<file path="src/rtl/init_reset_sequencer.sv">
// init_reset_sequencer: holds the user fabric in reset until device init is
// done and the PLL lock is stable. It then releases the core reset first and
// the peripheral reset a fixed gap later. Lock-loss events are counted for
// diagnostics.
//
// state     | code | meaning
// ----------+------+---------------------------------------------------------
// RST       |  0   | power-on / RESET_N low; leaves on the first edge
// WAIT_INIT |  1   | waiting for synchronised DEVICE_INIT_DONE
// WAIT_LOCK |  2   | filtering lock: needs LOCK_FILTER consecutive highs
// STRETCH   |  3   | lock qualified; holding reset for STRETCH_CYCLES
// RUN_A     |  4   | core fabric released; peripherals held for STAGE_GAP
// RUN       |  5   | both resets released; steady state
module init_reset_sequencer #(
    parameter int LOCK_FILTER    = 16,
    parameter int STRETCH_CYCLES = 64,
    parameter int STAGE_GAP      = 8
) (
    input  logic       CLK,
    input  logic       RESET_N,
    input  logic       DEVICE_INIT_DONE,
    input  logic       PLL_LOCK,
    output logic       FABRIC_RESET_N,
    output logic       PERIPH_RESET_N,
    output logic [2:0] STATE,
    output logic [7:0] LOCK_LOSS_CNT
);

    localparam int MAX_AB = (LOCK_FILTER > STRETCH_CYCLES) ? LOCK_FILTER : STRETCH_CYCLES;
    localparam int MAX_P  = (MAX_AB > STAGE_GAP) ? MAX_AB : STAGE_GAP;
    localparam int CW     = (MAX_P > 1) ? $clog2(MAX_P) : 1;

    localparam logic [CW-1:0] LF_LAST = CW'(LOCK_FILTER - 1);
    localparam logic [CW-1:0] SC_LAST = CW'(STRETCH_CYCLES - 1);
    localparam logic [CW-1:0] SG_LAST = CW'(STAGE_GAP - 1);

    typedef enum logic [2:0] {
        S_RST       = 3'd0,
        S_WAIT_INIT = 3'd1,
        S_WAIT_LOCK = 3'd2,
        S_STRETCH   = 3'd3,
        S_RUN_A     = 3'd4,
        S_RUN       = 3'd5
    } state_t;

    logic          r_init_meta, r_init_s;
    logic          r_lock_meta, r_lock_s;
    state_t        r_state, w_next;
    logic [CW-1:0] r_cnt, w_cnt_next;
    logic          r_fabric_rst_n, r_periph_rst_n;
    logic [7:0]    r_loss_cnt;
    logic          w_fault_state, w_loss;

    // Two-flop synchronisers for the asynchronous status inputs
    always_ff @(posedge CLK or negedge RESET_N) begin
        if (!RESET_N) begin
            r_init_meta <= 1'b0;
            r_init_s    <= 1'b0;
            r_lock_meta <= 1'b0;
            r_lock_s    <= 1'b0;
        end else begin
            r_init_meta <= DEVICE_INIT_DONE;
            r_init_s    <= r_init_meta;
            r_lock_meta <= PLL_LOCK;
            r_lock_s    <= r_lock_meta;
        end
    end

    // A fault can only be taken once the release sequence has started
    assign w_fault_state = (r_state == S_STRETCH) || (r_state == S_RUN_A) || (r_state == S_RUN);
    // Init loss has priority, so a lock loss only counts while init is good
    assign w_loss        = w_fault_state && r_init_s && !r_lock_s;

    // Next-state decode, fault priority, and phase counter
    always_comb begin
        w_next     = r_state;
        w_cnt_next = '0;
        case (r_state)
            S_RST:       w_next = S_WAIT_INIT;
            S_WAIT_INIT: if (r_init_s) w_next = S_WAIT_LOCK;
            S_WAIT_LOCK: begin
                if (!r_init_s)                        w_next = S_WAIT_INIT;
                else if (r_lock_s && r_cnt == LF_LAST) w_next = S_STRETCH;
            end
            S_STRETCH: begin
                if (!r_init_s)              w_next = S_WAIT_INIT;
                else if (!r_lock_s)         w_next = S_WAIT_LOCK;
                else if (r_cnt == SC_LAST)  w_next = S_RUN_A;
            end
            S_RUN_A: begin
                if (!r_init_s)              w_next = S_WAIT_INIT;
                else if (!r_lock_s)         w_next = S_WAIT_LOCK;
                else if (r_cnt == SG_LAST)  w_next = S_RUN;
            end
            S_RUN: begin
                if (!r_init_s)              w_next = S_WAIT_INIT;
                else if (!r_lock_s)         w_next = S_WAIT_LOCK;
            end
            default:                        w_next = S_RST;
        endcase

        // The counter restarts from zero on every state entry
        if (w_next == r_state) begin
            case (r_state)
                S_WAIT_LOCK:        w_cnt_next = r_lock_s ? (r_cnt + 1'b1) : '0;
                S_STRETCH, S_RUN_A: w_cnt_next = r_cnt + 1'b1;
                default:            w_cnt_next = '0;
            endcase
        end
    end

    // State, counters, and resets registered from the next-state decode
    always_ff @(posedge CLK or negedge RESET_N) begin
        if (!RESET_N) begin
            r_state        <= S_RST;
            r_cnt          <= '0;
            r_fabric_rst_n <= 1'b0;
            r_periph_rst_n <= 1'b0;
            r_loss_cnt     <= 8'd0;
        end else begin
            r_state        <= w_next;
            r_cnt          <= w_cnt_next;
            r_fabric_rst_n <= (w_next == S_RUN_A) || (w_next == S_RUN);
            r_periph_rst_n <= (w_next == S_RUN);
            if (w_loss && (r_loss_cnt != 8'hFF))
                r_loss_cnt <= r_loss_cnt + 8'd1;
        end
    end

    assign FABRIC_RESET_N = r_fabric_rst_n;
    assign PERIPH_RESET_N = r_periph_rst_n;
    assign STATE          = r_state;
    assign LOCK_LOSS_CNT  = r_loss_cnt;

endmodule

</file>
<file path="config.mk">
export PLATFORM = sky130hd
export DESIGN_NAME = init_reset_sequencer
export DESIGN_NICKNAME = d
export VERILOG_FILES = /design/src/rtl/init_reset_sequencer.sv
export SDC_FILE = /design/constraint.sdc
export NUM_CORES = 1
export LEC_CHECK = 0
export CAP_MARGIN = 20
export CORE_ASPECT_RATIO = 1.5
export CORE_MARGIN = 10
export CORE_UTILIZATION = 30
export DETAILED_ROUTE_END_ITERATION = 10
export MAX_ROUTING_LAYER = met4
export PLACE_DENSITY_LB_ADDON = 0.2
export SLEW_MARGIN = 25
export SYNTH_ARGS = -nofsm -noshare
export SYNTH_HDL_FRONTEND = slang
export SYNTH_SLANG_ARGS = --single-unit
</file>
<file path="constraint.sdc">
create_clock -name CLK -period 2.4 [get_ports CLK]
set_input_delay 0.36 -clock CLK [delete_from_list [all_inputs] [get_ports CLK]]
set_output_delay 0.36 -clock CLK [all_outputs]
set_load 0.02 [all_outputs]
</file>
==> Word-level counts from Yosys, hierarchy flattened <==
Cells that the tools add are included.
Widths: inputs -> output; s select.
{ "word_totals": {"word_cells": 48, "register_bits": 23, "output_inout_bits": 13} }
{ "op_classes": {"mux": 15, "add_sub_neg": 2, "n_reduce_logical": 10, "n_eq_ne": 12} }
{ "ops": {"columns": ["op", "count"], "rows": [
  ["$mux 3", 11],
  ["$pmux 3 s6", 1],
  ["$eq 3x3->1 const B", 4],
  ["$mux 6", 2],
  ["$pmux 6 s2", 1],
  ["$add 8x1->8 const B", 1],
  ["$ne 8x8->1 const B", 1],
  ["$add 6x1->6 const B", 1],
  ["$eq 3x2->1 const B", 2],
  ["$eq 6x3->1 const B", 1],
  ["$eq 6x4->1 const B", 1],
  ["$eq 6x6->1 const B", 1],
  ["$logic_and 1x1->1", 4],
  ["$eq 3x1->1 const B", 1],
  ["$eq 3x3->1", 1],
  ["$logic_not 3->1", 1],
  ["$logic_or 1x1->1", 3],
  ["$reduce_or 2->1", 1],
  ["$logic_not 1->1", 1]
]} }

==> Logic depth before layout (Yosys ltp) <==
Gate-level depths: netlist (run 1).
{ "depth": {"depth_word": 7, "mapped_depth": 6, "mapped_depth_nobuf": 6} }

==> Least setup slack after synthesis (run 1) <==
Ideal clock, no wire load.
{ "synth_path": {"path_type": "reg2reg", "from": "register r_cnt[0]", "to": "register r_cnt[2]", "path_stages_with_launch": 7, "required_ns": 2.262, "slack_ns": 0.754, "arrival_ns": 1.509, "setup_time_ns": 0.138, "path_cell_list": "dfrtp_1 > ha_1 > and3_4 > nand3_2 > a2111oi_4 > o21ba_2 > nor4_1"} }
{ "synth_via": {"elab_chain_len": 7, "elab_cells_between_ends": 18, "cone_classes": "1 x add/sub; 4 x eq/ne; 12 x mux; 1 x reduce/logical"} }
{ "synth_lines": {"columns": ["item", "line", "rtl"], "rows": [
  ["from (decl)", "49", "logic [CW-1:0] r_cnt, w_cnt_next;"],
  ["from (signal assigned)", "122", "r_cnt <= w_cnt_next;"],
  ["$eq 6x3->1 (tied with other cells)", "93", "else if (r_cnt == SG_LAST) w_next = S_RUN;"],
  ["$mux 3 (tied with other cells)", "93", null],
  ["$mux 3, on equally long branches", "92, 83, 87", null],
  ["$mux 3, on equally long branches", "91, 82, 86", null],
  ["$pmux 3 s6", "78", "case (r_state)"],
  ["$eq 3x3->1", "103", "if (w_next == r_state) begin"],
  ["$mux 6 *", "103", null],
  ["named net w_cnt_next[2]", "49", null]
]} }
The timed path passes the listed nets; every way through them passes the cells marked *.
A chain may end at the register's enable or synchronous reset.

==> Final worst setup path (run 1) <==
{ "layout_path": {"from": "register r_state[0] (netlist: STATE[0])", "to": "output port STATE[0]"} }
{ "layout_rtl": {"columns": ["item", "line", "rtl"], "rows": [
  ["from (decl)", "48", "state_t r_state, w_next;"],
  ["from (signal assigned)", "121", "r_state <= w_next;"],
  ["to (decl)", "25", "output logic [2:0] STATE,"]
]} }
No word-level cell between the ends.

==> results_dict.tcl, run 1 <==
set metrics [dict create \
    netlist_instances 106 \
    synth_ff_type "dfrtp_1" \
    outcome "complete, no violations" \
    grt_usage_pct 7.92 \
    min_from "r_lock_meta" \
    finalSetupViolCount 0 \
    min_period_over_period_pct 82.9 \
    crit_path_max_fanout 14 \
    rows 28 \
    drtIter0Drc 47 \
    root_buffer "clkbuf_8" \
    grt_max_degree 24 \
    clk_pin_slew_ns 0.08 \
    period_minus_slack_ns 1.99 \
    cp_data_arrival_time_ns 1.63 \
    worst_pin_slew_ns 0.500 \
    syn2layout_area_growth_pct 19.7 \
    htreeDepth 1 \
    grt_pass1_wl_mm 4.52 \
    hpwl_mm 1.91 \
    synthesis.area_um2 1200 \
    dr.pass1.iters 4 \
    tritoncts "yes" \
    finalHoldWorstSlack_ns 0.353 \
    wl_mm 2.53 \
    multiInputGateArea_um2 579 \
    antenna_cells 0 \
    regArea_um2 576 \
    rsz0062_at_grt "false" \
    cts_resized 0 \
    clk-insertion-delay-late_ns 0.26 \
    synth_seq_area_share_pct 48.1 \
    die_width_um 71.6 \
    finalPower_mw 1.05 \
    crit_path_top_delay_cell "clkdlybuf4s50_1" \
    hold_viol 0 \
    synth_top_area_cell "dfrtp_1" \
    drc 0 \
    r2r_start "r_cnt[0]" \
    critPathRequiredTime_ns 2.04 \
    finalMaxSlewViolations 0 \
    vias 861 \
    ios 17 \
    fmax_ghz 0.503 \
    cts_setup_buffers 0 \
    worstHoldPathCells 0 \
    fillers 396 \
    cts_buffers 3 \
    setup_tns_ns 0 \
    powerDensity_nw_per_um2 735 \
    via_per_inst 5.16 \
    synth_edf_count 0 \
    syn_area_per_cell_um2 11.3 \
    ys_ff_latch 23 \
    skew_ns 0.00494 \
    path_buf_inv 1 \
    nNetsFinal 129 \
    wl_per_cell_um 15.2 \
    utilization_pct 36.8 \
    synth_warnings 0 \
    gp_congestion 0.704 \
    r2r_end "r_cnt[5]" \
    die_area_um2 6960 \
    cts_sinks 23 \
    dieHeight_um 97.3 \
    syn_nets 112 \
    critical-path-top-delay-family "buffers and inverters" \
    synth_top_area_share_pct 48.1 \
    ant_nets 0 \
    max_stage_delay_ns 0.71 \
    coreArea_um2 3890 \
    cts_buffer_depth 2 \
    drv_cap 0 \
    synth_area_leaders "dfrtp_1, xnor2_1, nand4_1, nor4_1, nand2_1" \
    critPathKind "reg2out" \
    cellLeakagePower_nw 0.549 \
    start_util_pct 30.8 \
    globalRouteOverflowTotal 0 \
    ctsHoldBuffers 0 \
    slew-limit-headroom_pct 66.6 \
    critPathLaunchType "flip-flop" \
    whs_endpoint "r_lock_s" \
    numPortBuffers 16 \
    yosysUniqueCellTypes 41 \
    reg2reg_depth 6 \
    grt_pass1_vias 963 \
    max-vdd-ir-drop_v 0.000371 \
    antenna_found_initial 0 \
    drive_gt1_share_pct 13.9 \
    crit_chain "clkdlybuf4s50_1" \
    r2r_slack_ns 0.60 \
    async_flop_share_pct 100 \
    crit_path_end_kind "output port" \
    min_path_type "reg2reg" \
]
==> cell type report <==
class,count,share of cell area [%]
clock inverter,1,0.524
clock buffer,3,2.88
tap,45,3.93
sequential,23,40.2
inverter,1,0.262
timing repair buffer,17,11.7
multi-input combinational,77,40.5
==> logic make-up after synthesis <==
logic type	after synthesis	share of synthesized area (%)
adders and majority gates	2	2.09
and+or+nand+nor	43	22.2
buffers and inverters	6	3.45
muxes	1	0.941
AOI/OAI and AO/OA	20	15.2
xor gates and xnor gates	11	8.06
DFF	23	48.1
==> power breakdown <==
part	leakage [nW]	switching [mW]	internal, mW	total [mW]
registers	0.302	0.0787	0.431	0.510
logic	0.225	0.160	0.145	0.305
clock network	0.0217	0.119	0.117	0.236
total	0.549	0.358	0.694	1.05
==> how the worst max path moves through the flow <==
stage,start,endpoint,slack (ns),depth (start not counted)
2_1_floorplan,r_cnt[0],r_cnt[2],0.75,6
3_3_place_gp,STATE[0],LOCK_LOSS_CNT[1],0.66,4
3_5_place_dp,r_cnt[0],r_cnt[3],0.61,6
4_1_cts,STATE[0],STATE[0],0.39,1
5_1_grt,STATE[0],STATE[0],0.34,1
6_report,STATE[0],STATE[0],0.41,1
==> through the flow <==
step,std cells,cell area [µm²],setup slack (ns)
2_1_floorplan,106,1200,0.754
3_3_place_gp,163,1380,0.664
3_5_place_dp,163,1380,0.607
4_1_cts,167,1430,0.392
5_1_grt,167,1430,0.343
6_report,167,1430,0.411
==> cells in the final DEF, fill, tap and decap left out, types with 2 or more instances in the layout <==
master	count
clkdlybuf4s50_1	16
ha_1	2
a21oi_1	3
nand3_1	3
nand4_1	5
nand2_1	8
a31oi_1	2
xnor2_1	9
nor2_1	5
clkbuf_8	3
nor2b_1	2
nor4_1	5
dfrtp_1	23
and3_1	3
a21o_1	2
xor2_1	2
o21ai_1	3
==> sequential cells by signal, summed over array words and instances (netlist names) <==
signal          flops
STATE               3
r_cnt               6
r_init_meta         1
r_lock_meta         1
LOCK_LOSS_CNT       8
r_init_s            1
FABRIC_RESET_N      1
PERIPH_RESET_N      1
r_lock_s            1
==> per-layer routing <==
metal	GRT usage (%)	up-vias	part of all wire [%]
met3	2.25	4	4.6
li1	-	423	-
met1	8.49	417	40
met5	-	-	0
met2	12.8	17	54
met4	4.04	0	1.4
==> synth_stat cells, types with 2 or more instances <==
master,n
a21o_1,2
a21oi_1,3
a31oi_1,2
and3_1,3
buf_2,3
buf_6,2
dfrtp_1,23
ha_1,2
nand2_1,8
nand3_1,3
nand4_1,5
nor2_1,5
nor2b_1,2
nor4_1,5
o21ai_1,3
xnor2_1,9
xor2_1,2
Note: power is estimated with default switching activity, not from simulation.
==> run 2, diff against run 1 <==
==> constraint.sdc (replaced) <==
create_clock -name CLK -period 1.9 [get_ports CLK]
set_input_delay 0.285 -clock CLK [delete_from_list [all_inputs] [get_ports CLK]]
set_output_delay 0.285 -clock CLK [all_outputs]
set_load 0.02 [all_outputs]
==> run 2 against run 1 <==
Flip-flop and latch count unchanged. Combinational power up 41%. Die area unchanged. Largest power group unchanged. Final cell count up 1.8%. Critical path depth up 5. Sequential share of layout area down 0.64 points. First-iteration DRC count up 23%. Core utilization up 0.84 points.
==> results_dict.tcl, run 2 (synthesis gave the netlist of run 1 again) <==
set metrics [dict create \
    outcome "complete, no violations" \
    coreArea_um2 3890 \
    drc 0 \
    cp_data_arrival_time_ns 1.90 \
    tritoncts "yes" \
    dieHeight_um 97.3 \
    r2r_start "r_cnt[0]" \
    max_stage_delay_ns 0.40 \
    reg2reg_depth 6 \
    min_period_over_period_pct 93.1 \
    die_width_um 71.6 \
    worst_pin_slew_ns 0.416 \
    cts_sinks 23 \
    power.share.clock_pct 22.1 \
    crit_chain "ha_1, and3_4, nand3_2, a2111oi_4, o21ba_4, nor4_1" \
    clk-insertion-delay-late_ns 0.26 \
    critical_path_depth 6 \
    crit_path_max_fanout 6 \
    powerDensity_nw_per_um2 926 \
    swShare_pct 33.6 \
    clk_pin_slew_ns 0.08 \
    mostFrequentLayoutCell "dfrtp_1" \
    numPortBuffers 16 \
    grt_pass1_vias 983 \
    antenna_cells 0 \
    die_area_um2 6960 \
    hold_viol 0 \
    htreeDepth 1 \
    setup_tns_ns 0 \
    vias 879 \
    mostFrequentLayoutCells "dfrtp_1, clkdlybuf4s50_1, xnor2_1" \
    hpwl_mm 1.94 \
    crit_path_start "r_cnt[0]" \
    wl_per_cell_um 14.5 \
    pwr-share-seq_pct 46.2 \
    crit_path_end_kind "flip-flop" \
    drtIter0Drc 58 \
    nNetsFinal 132 \
    path_buf_inv 0 \
    period_minus_slack_ns 1.77 \
    rows 28 \
    min_path_type "reg2reg" \
    drv_cap 0 \
    globalRouteOverflowTotal 0 \
    grt_usage_pct 7.78 \
    dpl_cell_area_um2 1410 \
    grt_max_degree 24 \
    start_util_pct 30.8 \
    drive_gt1_share_pct 18.4 \
    finalSetupViolCount 0 \
    r2r_end "r_cnt[2]" \
    p_int_uw 901 \
    combPwrFrac_pct 31.7 \
    cts_buffer_depth 2 \
    largest_register_ff_count 8 \
    ant_nets 0 \
    slew-limit-headroom_pct 72.1 \
    dr.pass1.iters 2 \
    r2r_slack_ns 0.13 \
    wl_mm 2.46 \
    gp_congestion 0.734 \
    root_buffer "clkbuf_8" \
    cts_buffers 3 \
    critPathRequiredTime_ns 2.03 \
    fmax_ghz 0.565 \
    finalMaxSlewViolations 0 \
    design_area_um2 1460 \
    max-vdd-ir-drop_v 0.000608 \
    rsz0062_at_grt "false" \
    crit_path_top_delay_cell "a2111oi_4" \
    switching_power_uw 455 \
    antenna_found_initial 0 \
    critical-path-top-delay-family "compound AO/OA/AOI/OAI gates" \
    syn2layout_area_growth_pct 22.4 \
    critPathLaunchType "flip-flop" \
    skew_ns 0.00912 \
    ios 17 \
    via_per_inst 5.17 \
    fillers 385 \
    crit_end "r_cnt[2]" \
    cellLeakagePower_nw 0.563 \
    grt_pass1_wl_mm 4.42 \
    critPathKind "reg2reg" \
]
## run 2: cell types whose count changed in the layout (fill, tap and decap cells not counted), sizes merged
| cell | previous run | this run |
|---|---|---|
| buf | 1 | 4 |
## run 2: power groups by stage
stage | clock network, mW | registers [mW] | logic [mW]
floorplan | 0 | 0.662 | 0.223
global placement | 0 | 0.632 | 0.418
detailed placement | 0 | 0.635 | 0.425
CTS | 0.312 | 0.627 | 0.428
global route | 0.334 | 0.642 | 0.473
finish | 0.300 | 0.626 | 0.429
## run 2: metal layers
layer	global-route usage, %	part of all wire, %	vias to the layer above
met1	7.97	42	432
met4	4.48	1.5	0
met5	-	0	-
met3	2.04	3.5	4
met2	12.9	53	13
li1	-	-	430
## run 2: cell type report
type	count	area [µm²]	area share, %
clock buffers	3	41.3	2.82
clock inverters	1	7.51	0.513
inverters	1	3.75	0.256
multi-input cells	77	586	40.0
flip-flops and latches	23	579	39.6
well taps	45	56.3	3.85
repair buffers	20	190	13.0
## run 2: metrics by stage
step | hold slack, ns | setup slack, ns | cells | utilization [%] | power (mW)
finish | 0.355 | 0.130 | 170 | 37.6 | 1.36
global route | 0.372 | 0.00680 | 170 | 37.6 | 1.45
CTS | 0.357 | 0.0604 | 170 | 37.4 | 1.37
detailed placement | 0.337 | 0.103 | 166 | 36.1 | 1.06
global placement | 0.335 | 0.176 | 166 | 36.1 | 1.05
floorplan | -0.0106 | 0.254 | 106 | - | 0.884
## run 2: repair_timing
item / 4_1_cts / 5_1_grt
resized for setup: 0 / 4
hold buffers: 0 / 0
setup endpoints to repair: 0 / 6
buffers inserted: 0 / 0
## run 2: how the worst min path moves through the flow
stage                      from        endpoint  slack (ns)  depth (start not counted)
global placement    r_init_meta        r_init_s        0.33                          0
global route        r_init_meta        r_init_s        0.37                          0
finish              r_init_meta        r_init_s        0.35                          0
floorplan               RESET_N  FABRIC_RESET_N       -0.01                          0
CTS                 r_init_meta        r_init_s        0.36                          0
detailed placement  r_init_meta        r_init_s        0.34                          0
## run 2: worst reg2reg max path, cell delays in order (launching register included)
cell and delay, ns:
dfrtp_1 0.37, ha_1 0.24, and3_4 0.24, nand3_2 0.10
a2111oi_4 0.40, o21ba_4 0.24, nor4_1 0.06
==> run 3, diff against run 2 <==
--- a/config.mk
+++ b/config.mk
@@ -6,10 +6,13 @@
 export NUM_CORES = 1
 export LEC_CHECK = 0
 export CAP_MARGIN = 20
+export CELL_PAD_IN_SITES_DETAIL_PLACEMENT = 2
+export CELL_PAD_IN_SITES_GLOBAL_PLACEMENT = 2
 export CORE_ASPECT_RATIO = 1.5
 export CORE_MARGIN = 10
 export CORE_UTILIZATION = 30
 export DETAILED_ROUTE_END_ITERATION = 10
+export GPL_TIMING_DRIVEN = 0
 export MAX_ROUTING_LAYER = met4
 export PLACE_DENSITY_LB_ADDON = 0.2
 export SLEW_MARGIN = 25
==> run 3 against run 2 <==
The flow now finishes with violations (negative hold slack). Die area did not move. Worst setup slack improved by 0.024 ns. Combinational power rose by 6.8%. Critical path type unchanged. Largest cell class unchanged.
==> results_dict.tcl, run 3 (synthesis gave the netlist of run 1 again) <==
set metrics [dict create \
    clk-insertion-delay-late_ns 0.26 \
    grt_usage_pct 9.69 \
    min_path_type "in2async" \
    fmax_ghz 0.573 \
    min_period_over_period_pct 91.9 \
    finalMaxSlewViolations 0 \
    drive_gt1_share_pct 18.3 \
    p_int_uw 897 \
    r2r_slack_ns 0.15 \
    worst_pin_slew_ns 0.508 \
    gp_congestion 0.714 \
    hpwl_mm 2.25 \
    wl_mm 2.96 \
    mostFrequentLayoutCell "dfrtp_1" \
    drv_cap 0 \
    slew-limit-headroom_pct 66.2 \
    root_buffer "clkbuf_8" \
    critPathKind "reg2reg" \
    switching_power_uw 469 \
    crit_path_max_fanout 6 \
    powerDensity_nw_per_um2 934 \
    grt_pass1_vias 1072 \
    vias 934 \
    critPathLaunchType "flip-flop" \
    setup_tns_ns 0 \
    grt_max_degree 24 \
    antenna_cells 0 \
    numPortBuffers 16 \
    syn2layout_area_growth_pct 22.3 \
    utilization_pct 37.6 \
    critPathRequiredTime_ns 2.03 \
    dieHeight_um 97.3 \
    ant_nets 0 \
    drc 0 \
    combPwrFrac_pct 33.5 \
    cellLeakagePower_nw 0.572 \
    period_minus_slack_ns 1.75 \
    coreArea_um2 3890 \
    multiInputGateArea_um2 588 \
    mostFrequentLayoutCells "dfrtp_1, clkdlybuf4s50_1, xnor2_1" \
    ctsHoldBuffers 0 \
    via_per_inst 5.46 \
    start_util_pct 30.8 \
    wl_per_cell_um 17.3 \
    ios 17 \
    drtIter0Drc 28 \
    fillers 426 \
    power.share.clock_pct 21.9 \
    die_area_um2 6960 \
    cts_resized 0 \
    max-vdd-ir-drop_v 0.000492 \
    cts_sinks 23 \
    r2r_end "r_cnt[2]" \
    largest_register_ff_count 8 \
    antenna_found_initial 0 \
    crit_path_end_kind "flip-flop" \
    tritoncts "yes" \
    grt_pass1_wl_mm 5.44 \
    cts_setup_buffers 0 \
    dr.pass1.iters 3 \
    outcome "complete, but fails checks" \
    pwr-share-seq_pct 44.6 \
    finalHoldWorstSlack_ns -0.0165 \
    rows 28 \
    swShare_pct 34.3 \
    cts_buffer_depth 2 \
    finalSetupViolCount 0 \
    hold_viol 23 \
    regArea_um2 576 \
    reg2reg_depth 6 \
    htreeDepth 1 \
    skew_ns 0.00198 \
    cp_data_arrival_time_ns 1.88 \
    r2r_start "r_cnt[0]" \
    die_width_um 71.6 \
    clk_pin_slew_ns 0.08 \
    violations "negative hold slack" \
    cts_buffers 3 \
    nNetsFinal 133 \
    rsz0062_at_grt "false" \
    globalRouteOverflowTotal 0 \
]
-- run 3: metrics by stage --
stage / hold WS (ns) / total power, mW / area, µm² / worst slack [ns] / cells
after CTS: 0.361 / 1.39 / 1460 / 0.0759 / 171
final: -0.0165 / 1.37 / 1460 / 0.155 / 171
after floorplan: -0.0106 / 0.884 / 1200 / 0.254 / 106
after global routing: 0.0179 / 1.48 / 1460 / 0.0239 / 171
after global placement: 0.336 / 1.06 / 1410 / 0.117 / 167
after detailed placement: 0.339 / 1.08 / 1410 / 0.0925 / 167
-- run 3: power by group through the flow --
stage | Sequential [mW] | Clock, mW | Combinational (mW)
2_1_floorplan | 0.662 | 0 | 0.223
3_3_place_gp | 0.615 | 0 | 0.446
3_5_place_dp | 0.618 | 0 | 0.460
4_1_cts | 0.613 | 0.317 | 0.462
5_1_grt | 0.624 | 0.337 | 0.517
6_report | 0.609 | 0.299 | 0.458
-- run 3: cell type report --
type	instances	area share, %
timing repair buffer	16	10.6
tap	45	3.85
clock buffer	3	2.82
buffer	5	2.57
inverter	1	0.257
clock inverter	1	0.342
sequential	23	39.3
multi-input combinational	77	40.2
-- run 3: how the worst max path moves through the flow --
stage,startpoint,end,depth (start not counted),slack [ns]
floorplan,r_cnt[0],r_cnt[2],6,0.25
global placement,r_cnt[0],r_cnt[4],6,0.12
detailed placement,r_cnt[0],r_cnt[2],6,0.09
CTS,r_cnt[0],r_cnt[2],6,0.08
global route,r_cnt[0],r_cnt[2],6,0.02
finish,r_cnt[0],r_cnt[2],6,0.15
-- run 3: critical path: stages, from the launching register on --
cell	delay, ns
dfrtp_1	0.37
ha_2	0.22
and3_4	0.22
nand3_2	0.10
a2111oi_4	0.39
o21ba_4	0.24
nor4_1	0.07
-- run 3: layer usage --
layer  global-route usage, %  wire length [µm]  up-vias
li1                        -                 -      425
met1                    10.6              1170      490
met2                    15.9              1660       15
met3                    1.74                66        4
met4                    5.38                57        0
met5                       -                 0        -
